[src/rtl/dcache_refill_if.sv]
// Single-beat read bus between the refill engine and memory.
// Master issues the request; slave returns one data beat.
interface dcache_refill_if #(
    parameter int ADDR_W = 64
) ();
    logic              bus_req;
    logic [ADDR_W-1:0] bus_addr;
    logic              bus_ready;
    logic              bus_rvalid;
    logic [63:0]       bus_rdata;
    logic              bus_err;

    modport master (
        output bus_req,
        output bus_addr,
        input  bus_ready,
        input  bus_rvalid,
        input  bus_rdata,
        input  bus_err
    );

    modport slave (
        input  bus_req,
        input  bus_addr,
        output bus_ready,
        output bus_rvalid,
        output bus_rdata,
        output bus_err
    );
endinterface

[src/rtl/dcache_refill.sv]
// Load-miss refill engine: fetches the aligned doubleword and fills the cache.
// Optional WAIT timeout is built when DCACHE_REFILL_TIMEOUT_EN is defined.
module dcache_refill #(
    parameter int ADDR_W  = 64,
    parameter int TIMEOUT = 255,
    parameter int CNT_W   = 8
) (
    input  logic              clk,
    input  logic              rst,
    input  logic              invalid,
    input  logic              miss,
    input  logic [ADDR_W-1:0] addr,
    output logic              stall,
    dcache_refill_if.master   bus,
    output logic              update,
    output logic [63:0]       update_data,
    output logic              fault
);

    typedef enum logic [2:0] {
        IDLE,
        REQ,
        WAIT,
        FILL,
        DRAIN
    } state_t;

    state_t            state_q;
    state_t            state_d;
    logic [ADDR_W-1:0] addr_q;
    logic [63:0]       data_q;
    logic              take_miss;
    logic              take_data;

    if (TIMEOUT >= (1 << CNT_W)) begin : g_cfg_bad
        $error("TIMEOUT does not fit in CNT_W bits");
    end

`ifdef DCACHE_REFILL_TIMEOUT_EN
    logic [CNT_W-1:0] cnt_q;
    logic             expired;

    assign expired = (cnt_q == CNT_W'(TIMEOUT - 1));
`endif

    assign take_miss = (state_q == IDLE) & miss & ~invalid;
    assign take_data = (state_q == WAIT) & bus.bus_rvalid
                     & ~bus.bus_err & ~invalid;

    always_comb begin
        state_d     = state_q;
        stall       = miss | (state_q != IDLE);
        bus.bus_req = 1'b0;
        update      = 1'b0;
        fault       = 1'b0;
        unique case (state_q)
            IDLE: begin
                if (take_miss) state_d = REQ;
            end
            REQ: begin
                bus.bus_req = 1'b1;
                if (invalid)            state_d = IDLE;
                else if (bus.bus_ready) state_d = WAIT;
            end
            WAIT: begin
                // A flush without the beat must still absorb it later
                if (invalid) begin
                    state_d = bus.bus_rvalid ? IDLE : DRAIN;
                end else if (bus.bus_rvalid) begin
                    fault   = bus.bus_err;
                    state_d = bus.bus_err ? IDLE : FILL;
`ifdef DCACHE_REFILL_TIMEOUT_EN
                end else if (expired) begin
                    fault   = 1'b1;
                    state_d = DRAIN;
`endif
                end
            end
            FILL: begin
                update  = ~invalid;
                state_d = IDLE;
            end
            DRAIN: begin
                if (bus.bus_rvalid) state_d = IDLE;
            end
            default: state_d = IDLE;
        endcase
    end

    assign bus.bus_addr = addr_q;
    assign update_data  = data_q;

    always_ff @(posedge clk or posedge rst) begin
        if (rst) begin
            state_q <= IDLE;
            addr_q  <= '0;
            data_q  <= '0;
        end else begin
            state_q <= state_d;
            if (take_miss) addr_q <= addr & ~ADDR_W'(7);
            if (take_data) data_q <= bus.bus_rdata;
        end
    end

`ifdef DCACHE_REFILL_TIMEOUT_EN
    always_ff @(posedge clk or posedge rst) begin
        if (rst) begin
            cnt_q <= '0;
        end else if (state_q == REQ) begin
            cnt_q <= '0;
        end else if (state_q == WAIT) begin
            cnt_q <= cnt_q + 1'b1;
        end
    end
`endif

endmodule

[src/flat_wrapper.sv]
// flat-port wrapper written by rule: the top's interface ports become plain ports
module dcache_refill_flat 
#(
    parameter int ADDR_W  = 64,
    parameter int TIMEOUT = 255,
    parameter int CNT_W   = 8
)
  (clk, rst, invalid, miss, addr, stall, update, update_data, fault, bus_bus_req, bus_bus_addr, bus_bus_ready, bus_bus_rvalid, bus_bus_rdata, bus_bus_err);
  dcache_refill_if #(.ADDR_W(ADDR_W)) bus_i ();
  input  logic clk;
  input  logic rst;
  input  logic invalid;
  input  logic miss;
  input  logic [ADDR_W-1:0] addr;
  output logic stall;
  output logic update;
  output logic [63:0] update_data;
  output logic fault;
  output wire logic [$bits(bus_i.bus_req)-1:0] bus_bus_req;
  output wire logic [$bits(bus_i.bus_addr)-1:0] bus_bus_addr;
  input wire logic [$bits(bus_i.bus_ready)-1:0] bus_bus_ready;
  input wire logic [$bits(bus_i.bus_rvalid)-1:0] bus_bus_rvalid;
  input wire logic [$bits(bus_i.bus_rdata)-1:0] bus_bus_rdata;
  input wire logic [$bits(bus_i.bus_err)-1:0] bus_bus_err;
  assign bus_bus_req = bus_i.bus_req;
  assign bus_bus_addr = bus_i.bus_addr;
  assign bus_i.bus_ready = bus_bus_ready;
  assign bus_i.bus_rvalid = bus_bus_rvalid;
  assign bus_i.bus_rdata = bus_bus_rdata;
  assign bus_i.bus_err = bus_bus_err;
  dcache_refill #(.ADDR_W(ADDR_W), .TIMEOUT(TIMEOUT), .CNT_W(CNT_W)) u_core (.clk(clk), .rst(rst), .invalid(invalid), .miss(miss), .addr(addr), .stall(stall), .bus(bus_i), .update(update), .update_data(update_data), .fault(fault));
endmodule
[config.mk]
export PLATFORM = sky130hd
export DESIGN_NAME = dcache_refill_flat
export DESIGN_NICKNAME = d
export VERILOG_FILES = /design/src/rtl/dcache_refill_if.sv /design/src/rtl/dcache_refill.sv /design/src/flat_wrapper.sv
export SDC_FILE = /design/constraint.sdc
export NUM_CORES = 1
export LEC_CHECK = 0
export ABC_CLOCK_PERIOD_IN_PS = 4500
export BUFFER_PORTS_ARGS = -buffer_cell sky130_fd_sc_hd__buf_2
export CORE_UTILIZATION = 45
export DETAILED_ROUTE_END_ITERATION = 10
export GPL_TIMING_DRIVEN = 0
export PLACE_DENSITY = 0.88
export SLEW_MARGIN = 0
export SYNTH_ARGS = -nofsm -noshare
export SYNTH_HDL_FRONTEND = slang
export SYNTH_SLANG_ARGS = --single-unit
[constraint.sdc]
create_clock -name clk -period 4.5 [get_ports clk]
set_clock_uncertainty 0.05 [all_clocks]
set_input_delay 0.45 -clock clk [delete_from_list [all_inputs] [get_ports clk]]
set_output_delay 0.45 -clock clk [all_outputs]
set_load 0.01 [all_outputs]
==> impl_metrics.json <==
{
  "status": "finished clean",
  "drc": 0,
  "die_h_um": 108,
  "synth_edf_count": 0,
  "cts_buffer_depth": 2,
  "cts_tree": "yes",
  "post-cts-setup-buffer-count": 0,
  "drv_slew": 0,
  "gp_congestion": 0.780,
  "ys_seq_elements": 128,
  "start_util": 0.464,
  "place_area_sq_mm": 0.00657,
  "dp_cells": 696,
  "syn_area_sq_mm": 0.00505,
  "fin_nets": 711,
  "required_ns": 4.00,
  "grt_pass1_wl_mm": 17.4,
  "fmax_ghz": 0.498,
  "path_cells": "nor2_1, and3_1, buf_2",
  "io_pins": 267,
  "synth_flop_cell": "dfrtp_1",
  "peakVddDrop_mv": 0.247,
  "cap_violations": 0,
  "htree_num_levels": 4,
  "synthArstFlopShare": 1.00,
  "setup_viol": 0,
  "stdcell_count": 729,
  "final_layout_size_suffix_gt1_frac": 0.735,
  "grt_setup_unrepaired": "no",
  "via_per_inst": 4.77,
  "clock_latency_ns": 0.50,
  "tightest_slew_ns": 0.569,
  "hold_class": "input port to flip-flop",
  "overflow": 0,
  "cp.arrival_ns": 1.51,
  "syn_inst": 293,
  "hold-worst-slack_ns": 0.0997,
  "crit_path_top_delay_cell": "dfrtp_1",
  "criticalPathCategory": "flip-flop to output port",
  "crit_path_max_incr_delay_ns": 0.42,
  "drt_iter0_markers": 81,
  "ctsHoldBuffers": 1,
  "postRouteAntennaNets": 0,
  "antenna_found_initial": 0,
  "cts_buffers": 17,
  "crit_path_end_kind": "output port",
  "fp.dieArea_sq_mm": 0.0117,
  "final_cell_mix": "buf_2 (267), dfrtp_1 (128), mux2_2 (77)",
  "grt_max_degree": 67,
  "cts_root_buffer": "clkbuf_8",
  "hpwl_mm": 8.61,
  "clk_pin_slew_ns": 0.06,
  "powerDensity_mw_per_mm2": 511,
  "min_period_ns": 2.01,
  "cp-start-kind": "flip-flop",
  "dr.pass1.iters": 4,
  "mostFrequentLayoutCell": "buf_2",
  "die_x_um": 108,
  "fillers": 806,
  "post_cts_resized": 0,
  "relSlewSlack": 0.621,
  "via_count": 3478,
  "yosysUniqueCellTypes": 19,
  "wire_per_inst_um": 15.7,
  "p_leak_nw": 3.96,
  "drt_wl_total_mm": 11.4,
  "yosysSeqAreaShare": 0.634,
  "final_cell_area_sq_mm": 0.00715,
  "clock_sinks": 128,
  "core_sq_mm": 0.0109,
  "avgSynthCellArea_sq_um": 17.2,
  "antenna_cells": 0,
  "rows": 38,
  "area_growth_pct": 41.5,
  "synth_warnings": 0,
  "final_hold_viol_count": 0,
  "critPathMaxFanout": 4,
  "fin_crit_sh": 0.446,
  "multi_input_area_sq_mm": 0.00173,
  "reg2reg_slack_ns": 2.67,
  "seqCellArea_sq_mm": 0.00320,
  "io_buffers": 260,
  "grt_pass1_vias": 3547,
  "grt_usage": 0.199
}
-- logic make-up (layout without fill, tap and decap cells) --
group | count (synthesis) | in the layout | share of synthesized area
DFF | 128 | 128 | 0.634
muxes | 126 | 126 | 0.317
and+or+nand+nor | 19 | 19 | 0.0206
buffers and inverters | 17 | 311 | 0.0255
AOI/OAI and AO/OA | 2 | 2 | 0.00198
other | 1 | 3 | 0.000742
-- cell usage after synthesis, types with 2 or more instances --
master   count  area share
buf_6        6       0.013
buf_2        7      0.0069
buf_4        3      0.0045
mux2_2      77        0.17
nor3_1       2      0.0020
nor2_1       5      0.0037
nand2_1      5      0.0037
mux2_4      49        0.15
a21oi_1      2      0.0020
dfrtp_1    128        0.63
-- registers in the layout, summed over array words and instances, names as in the netlist --
signal / flops
u_core.state_q: 3
u_core.update_data: 64
u_core.bus.bus_addr: 61
-- metal layers --
layer | GRT usage | vias to the layer above | part of all wire | wire length (um)
li1 | - | 1584 | - | -
met1 | 0.220 | 1729 | 0.38 | 4320
met2 | 0.364 | 152 | 0.56 | 6360
met3 | 0.0549 | 13 | 0.055 | 633
met4 | 0.0714 | 0 | 0.010 | 116
met5 | 0 | - | 0 | 0
-- critical path, delay by kind of cell (launching register included) --
kind / cells / cell delay, ns
DFF: 1 / 0.42
and+or+nand+nor: 2 / 0.45
buffers and inverters: 1 / 0.14
-- final timing paths --
kind | from | to | cells after the start
worst max-delay path | u_core.state_q[2] | update | 3
min in group asynchronous | rst | u_core.update_data[30] | 3
worst max register to register | u_core.state_q[2] | u_core.bus.bus_addr[56] | 4
max in group asynchronous | rst | u_core.bus.bus_addr[8] | 4
worst min register to register | u_core.bus.bus_addr[59] | u_core.bus.bus_addr[59] | 1
worst min-delay path | bus_bus_rvalid | u_core.state_q[2] | 2
-- layout make-up --
| class | count | area share |
|---|---|---|
| Inverter | 1 | 0.00123 |
| Buffer | 16 | 0.0175 |
| Clock buffer | 21 | 0.0600 |
| Sequential cell | 128 | 0.448 |
| Tap cell | 140 | 0.0245 |
| Timing Repair Buffer | 262 | 0.187 |
| Clock inverter | 11 | 0.0196 |
| Multi-Input combinational cell | 150 | 0.242 |
-- per-stage QoR --
stage	TNS, ns	power (mW)	setup WS [ns]	utilization
after floorplan	0	1.98	0.587	-
after global placement	-52.00	2.32	-0.417	0.600
after detailed placement	0	2.37	2.49	0.603
after CTS	0	3.70	2.46	0.657
after global routing	0	3.83	2.38	0.657
final	0	3.65	2.49	0.657
-- power breakdown --
part	internal (mW)	switching (mW)
clock network	0.838	0.473
logic	0.453	0.361
registers	1.40	0.127
(Power assumes the default switching activity.)
